$ cat config.mk
export PLATFORM = sky130hd
export DESIGN_NAME = wavetable_loader
export DESIGN_NICKNAME = d
export VERILOG_FILES = /design/src/rtl/wavetable_loader.sv
export SDC_FILE = /design/constraint.sdc
export NUM_CORES = 1
export LEC_CHECK = 0
export ABC_AREA = 1
export CAP_MARGIN = 15
export CORE_MARGIN = 2
export CORE_UTILIZATION = 47
export DETAILED_ROUTE_END_ITERATION = 10
export PLACE_DENSITY_LB_ADDON = 0.3
export SKIP_LAST_GASP = 1
export SLEW_MARGIN = 30
export SYNTH_ARGS = -nofsm -noshare
export SYNTH_HDL_FRONTEND = slang
export SYNTH_SLANG_ARGS = --single-unit
$ cat constraint.sdc
create_clock -name clk -period 3.45 [get_ports clk]
set_input_delay 0.5175 -clock clk [delete_from_list [all_inputs] [get_ports clk]]
set_output_delay 0.5175 -clock clk [all_outputs]
set_load 0.01 [all_outputs]
$ cat src/rtl/wavetable_loader.sv
// Host-driven write port for the wavetable RAM: synchronises the host strobe and
// issues one WE/WCLK write per strobe rising edge, auto-incrementing within a bank.
module wavetable_loader #(
    parameter int ADDRWIDTH = 8,
    parameter int DATAWIDTH = 16,
    parameter int BANKWIDTH = 2
) (
    input  logic                 clk,
    input  logic                 rst_n,
    input  logic                 EXT_WRITE_ENABLE,
    input  logic                 EXT_WRITE,
    input  logic [DATAWIDTH-1:0] EXT_WDATA,
    input  logic [BANKWIDTH-1:0] EXT_BANK,
    output logic [ADDRWIDTH-1:0] WADDR,
    output logic [BANKWIDTH-1:0] wbank,
    output logic [DATAWIDTH-1:0] WDATA,
    output logic                 WE,
    output logic                 WCLK,
    output logic                 BUSY,
    output logic                 DONE,
    output logic                 OVERRUN
);

    // state   | meaning
    // IDLE    | waiting for a synchronised strobe rise
    // SETUP   | WE high, address/bank/data settling ahead of WCLK
    // STROBE  | WCLK high, RAM captures on this rising edge
    // RECOVER | WE/WCLK low, address advances on exit
    typedef enum logic [1:0] {
        IDLE,
        SETUP,
        STROBE,
        RECOVER
    } state_t;

    state_t state;
    state_t state_next;

    logic s1;
    logic s2;
    logic s3;
    logic en_d;
    logic rise;
    logic en_rise;
    logic start;
    logic drop;
    logic we_next;
    logic wclk_next;

    assign rise    = s2 & ~s3;
    assign en_rise = EXT_WRITE_ENABLE & ~en_d;

    // An enable rise on the same edge clears DONE, so the write is allowed and lands at address 0.
    assign start = (state == IDLE) & rise & EXT_WRITE_ENABLE & (en_rise | ~DONE);
    assign drop  = rise & EXT_WRITE_ENABLE & ((state != IDLE) | (DONE & ~en_rise));

    always_comb begin
        state_next = state;
        we_next    = WE;
        wclk_next  = WCLK;
        case (state)
            IDLE: begin
                if (start) begin
                    state_next = SETUP;
                    we_next    = 1'b1;
                end
            end
            SETUP: begin
                state_next = STROBE;
                wclk_next  = 1'b1;
            end
            STROBE: begin
                state_next = RECOVER;
                wclk_next  = 1'b0;
                we_next    = 1'b0;
            end
            RECOVER: begin
                state_next = IDLE;
            end
            default: begin
                state_next = IDLE;
                wclk_next  = 1'b0;
                we_next    = 1'b0;
            end
        endcase
    end

    always_ff @(posedge clk) begin
        if (!rst_n) begin
            state <= IDLE;
            WE    <= 1'b0;
            WCLK  <= 1'b0;
            BUSY  <= 1'b0;
        end else begin
            state <= state_next;
            WE    <= we_next;
            WCLK  <= wclk_next;
            BUSY  <= (state_next != IDLE);
        end
    end

    always_ff @(posedge clk) begin
        if (!rst_n) begin
            s1   <= 1'b0;
            s2   <= 1'b0;
            s3   <= 1'b0;
            en_d <= 1'b0;
        end else begin
            s1   <= EXT_WRITE;
            s2   <= s1;
            s3   <= s2;
            en_d <= EXT_WRITE_ENABLE;
        end
    end

    always_ff @(posedge clk) begin
        if (!rst_n) begin
            WDATA <= '0;
        end else if (start) begin
            WDATA <= EXT_WDATA;
        end
    end

    always_ff @(posedge clk) begin
        if (!rst_n) begin
            WADDR <= '0;
            wbank <= '0;
            DONE  <= 1'b0;
        end else if (en_rise) begin
            WADDR <= '0;
            wbank <= EXT_BANK;
            DONE  <= 1'b0;
        end else if (state == RECOVER) begin
            WADDR <= WADDR + ADDRWIDTH'(1);
            if (&WADDR) begin
                DONE <= 1'b1;
            end
        end
    end

    // A dropped strobe coinciding with an enable rise still reports, so set wins over clear.
    always_ff @(posedge clk) begin
        if (!rst_n) begin
            OVERRUN <= 1'b0;
        end else if (drop) begin
            OVERRUN <= 1'b1;
        end else if (en_rise) begin
            OVERRUN <= 1'b0;
        end
    end

endmodule

# Word level (Yosys, flattened, before mapping)
# Cells that the tools add are included.
[classes] add_sub_neg=1 n_eq_ne=4 n_mux=7 n_bitwise=15 n_reduce_logical=9
[ops] cell="nonzero test 2 bit" n=5
[ops] cell="AND reduction 9 bit" n=1
[ops] cell="adder 8 x 1 -> 8 bit (second input constant)" n=1
[ops] cell="AND 1 bit" n=8
[ops] cell="case mux 2 bit (4 select lines)" n=1
[ops] cell="inverter 1 bit" n=5
[ops] cell="== test 2 bit (second input constant)" n=2
[ops] cell="case mux 1 bit (2 select lines)" n=2
[ops] cell="two-way mux 1 bit" n=3
[ops] cell="== test 2 x 1 -> 1 bit (second input constant)" n=1
[ops] cell="logical NOT 2 bit" n=1
[ops] cell="two-way mux 2 bit" n=1
[ops] cell="!= test 2 bit (second input constant)" n=1
[ops] cell="OR 1 bit" n=2
[ops] cell="AND reduction 2 bit" n=1
[ops] cell="OR reduction 2 bit" n=1
[word_totals] ff_bits=37 input_bits=22 output_inout_bits=31 elab_cells=49

# Logic depth before layout (Yosys ltp)
[depth] depth_word=8 mapped_depth=8 mapped_depth_nobuf=7

# Worst setup path after synthesis
# OpenSTA, ideal clock, no wires.
[synth_path] path_type="input port to flip-flop" startpoint="input port EXT_WRITE_ENABLE" endpoint="register WDATA[10]" setup_ns=0.113 arrival_time_ns=1.145 required_ns=3.337 path_slack_ns=2.192 path_stages=6 path_buffers=1 cell_sequence="nand2_1 > nor2_4 > nand3_4 > buf_6 > o21ai_1 > nor2_1"
[synth_between] elab_chain_cells=3 word_cells_on_any_way=4 cone_classes="bitwise (4)"
[synth_lines] element="start: declaration" line="10" rtl="input logic EXT_WRITE_ENABLE,"
[synth_lines] element="AND 1 bit" line="51" rtl="assign en_rise = EXT_WRITE_ENABLE & ~en_d;"
[synth_lines] element="OR 1 bit" line="54" rtl="assign start = (state == IDLE) & rise & EXT_WRITE_ENABLE & (en_rise | ~DONE);"
[synth_lines] element="AND 1 bit (*)" line="54"
[synth_lines] element="end signal: assignment" line="118" rtl="WDATA <= '0;"
[synth_lines] element="end signal: assignment" line="120" rtl="WDATA <= EXT_WDATA;"
[synth_lines] element="end: declaration" line="16" rtl="output logic [DATAWIDTH-1:0] WDATA,"
# Mark *: on every way between the ends. The rest lies on a longest branch, timed or not.
# A chain may end at the register's enable or synchronous reset.

# Worst setup path in the final report
[layout_path] startpoint="input port rst_n" endpoint="register WADDR[0]"
[layout_between] elab_chain_cells=2
[layout_lines] element="start: declaration" line="9" rtl="input logic rst_n,"
[layout_lines] element="inverter 1 bit (no source line)"
[layout_lines] element="OR reduction 2 bit (no source line)"
[layout_lines] element="end signal: assignment" line="134" rtl="WADDR <= WADDR + ADDRWIDTH'(1);"
[layout_lines] element="end: declaration" line="14" rtl="output logic [ADDRWIDTH-1:0] WADDR,"
# No other way between the ends.

==> run metrics <==
number of synthesized register bits=37; Worst Path Required=3740 ps; placed wire-length estimate=2.082 mm; Ys Warns=0; Post-CTS Setup Bufs=0; Root Driver=clkbuf_4; Mapped Cells=180; Critical Path End Type=flip-flop; final setup fails=0; Post-Syn Area per Cell=8.008 um^2; largest net degree at the start of global routing=28; Resized cells post-CTS=0; R2R setup slack=2110 ps; Slew Viols, Final=0; most frequent cells in the layout=clkdlybuf4s50_1 (52), nor2_1 (44), dfxtp_1 (37); CTS H-tree lvls=2; Post-synth top flop=dfxtp_1; RR Endpoint=BUSY; Layout area overhead=40.80%; HP Start=s1; cts hold-fix bufs=0; clock share of power=0.320; crit path launch type=input port; core area=2978 um^2; worst hold path endpoint=s2; number of synthesized flops with an enable pin=0; fin nets=260; mapped cell area=1441 um^2; gr usage total=0.1854; total of max-cap violations=0; Post-Syn Nets=206; vias in the first global route=1,107; Hold Path Stages=2; Worst-path clk slew=110 ps; Slew @ Worst Pin=794.7 ps; Routed wire per std cell=10.95 um; die height=59.38 um; leak pwr=0.8217 nW; crit-path max FO=27; internal power=0.0006140 W; Sum Neg Setup Slack=0 ps; final hold vios=0; Synth cell types=26; Reg power frac=0.561; Overflow after GRT=0; Post-Place Cell Area=1959 um^2; PwrDens=394.3 nW/um^2; post-synthesis sequential area ratio=0.5139; total CTS buffers=5; Logic pwr share=0.119; drt drc=0; Peak VDD IR=0.2507 mV; gpl congestion=0.7907; Final Instance Area=2029 um^2; RSZ-0062 raised after global routing=no; First DRT Iteration DRCs=37; Die Width=59.38 um; FF-to-FF path depth=6; layout cells sized above 1=0.06383; async set-reset flop share out of synthesis=0; switching power total=0.0001863 W; minimum clock period=1918 ps; Worst-Skew Late Latency=340 ps; Die ar.=3526 um^2; First-pass DRT Iterations=4; FMAX=521.2 MHz; most common cell after layout, fill and taps aside=clkdlybuf4s50_1; # diodes=0; port bufs=52; final wirelength=2.934 mm; HP Class=reg2reg; final antenna-violating net count=0; Vias=1,298; # clock sinks=37; worst slew margin relative to its limit=0.4685; CTS tree=built; vias per cell=4.843; CTS max path bufs=2; worst reg2reg path startpoint=state[0]; first-pass GRT wire length=4.788 mm; Final Cycle Share=0.5561; pre-CTS WS=1172 ps; Clock Skew=6.129 ps; arrival time worst endpoint=2200 ps; initial core utilization=0.4840; # rows=20; number of antenna violations at the first check in global routing=0; Crit Path Class=in2reg; Switching Share=0.2328; status=completed; Top Ports=53; setup ws final=1532 ps
worst max-delay path by stage:
| stage | startpoint | endpoint | slack [ps] |
|---|---|---|---|
| after floorplan | EXT_WRITE_ENABLE | WDATA[10] | 2190 |
| after global placement | rst_n | WADDR[3] | 1190 |
| after detailed placement | rst_n | WADDR[0] | 1170 |
| after CTS | rst_n | WADDR[0] | 1520 |
| after global routing | rst_n | WADDR[3] | 1330 |
| final | rst_n | WADDR[0] | 1530 |
layout make-up:
type / count / area (um^2)
repair buffers: 52 / 520.5
clock inverters: 1 / 5.005
inverters: 20 / 80.08
well taps: 33 / 41.29
flip-flops and latches: 37 / 740.7
fillers: 255 / 948.4
multi-input cells: 118 / 576.8
clock buffers: 7 / 65.06
Yosys cell counts (2+ instances only):
master / count / area share
dfxtp_1: 37 / 0.51
nand3_1: 5 / 0.017
nand2_1: 21 / 0.055
nor2_1: 44 / 0.11
ha_1: 4 / 0.035
a21oi_1: 8 / 0.028
o21ai_0: 13 / 0.045
nand4_1: 2 / 0.0087
nand2_2: 2 / 0.0087
o21ai_1: 9 / 0.031
clkbuf_1: 2 / 0.0052
inv_1: 19 / 0.049
through the flow:
stage          hold slack, ps    util  cells  total power [W]
2_1_floorplan           390.5       -    180        0.0005030
3_3_place_gp            393.6  0.6580    260        0.0005530
3_5_place_dp            404.2  0.6580    260        0.0005542
4_1_cts                 428.0  0.6815    268        0.0008102
5_1_grt                 450.2  0.6815    268        0.0008397
6_report                423.7  0.6815    268        0.0008003
logic make-up (layout without fill, tap and decap cells):
kind of cell	Yosys count	in the layout	synth area share
AOI/OAI and AO/OA	33	33	0.1189
xor gates and xnor gates	1	1	0.006077
adders and majority gates	4	4	0.03472
buffers and inverters	25	80	0.08594
DFF	37	37	0.5139
and+or+nand+nor	80	80	0.2405
registers in the layout, indices dropped and copies added (netlist names):
signal   cells
s1           1
BUSY         1
WADDR        8
s2           1
en_d         1
DONE         1
OVERRUN      1
wbank        2
s3           1
WDATA       16
WCLK         1
WE           1
state        2
worst max-delay path, cell delays in order:
cell and delay (ps):
clkdlybuf4s50_1 990, nand2_1 290, inv_1 190, o21ai_0 100, a21oi_1 120
per-layer routing:
metal,part of all wire,up-vias,global-route usage,routed length [um]
met1,0.45,571,0.2154,1307
li1,-,679,-,-
met2,0.45,39,0.2857,1327
met5,0,-,0,0
met4,0.027,0,0.1039,79
met3,0.075,9,0.07860,219
power by group through the flow:
| stage | clock network (W) | registers [W] | logic (W) |
|---|---|---|---|
| CTS | 0.000265 | 0.000449 | 0.0000961 |
| detailed placement | 0 | 0.000459 | 0.0000953 |
| floorplan | 0 | 0.000464 | 0.0000391 |
| global route | 0.000283 | 0.000451 | 0.000105 |
| finish | 0.000256 | 0.000449 | 0.0000951 |
| global placement | 0 | 0.000458 | 0.0000946 |
(Power assumes the default switching activity.)
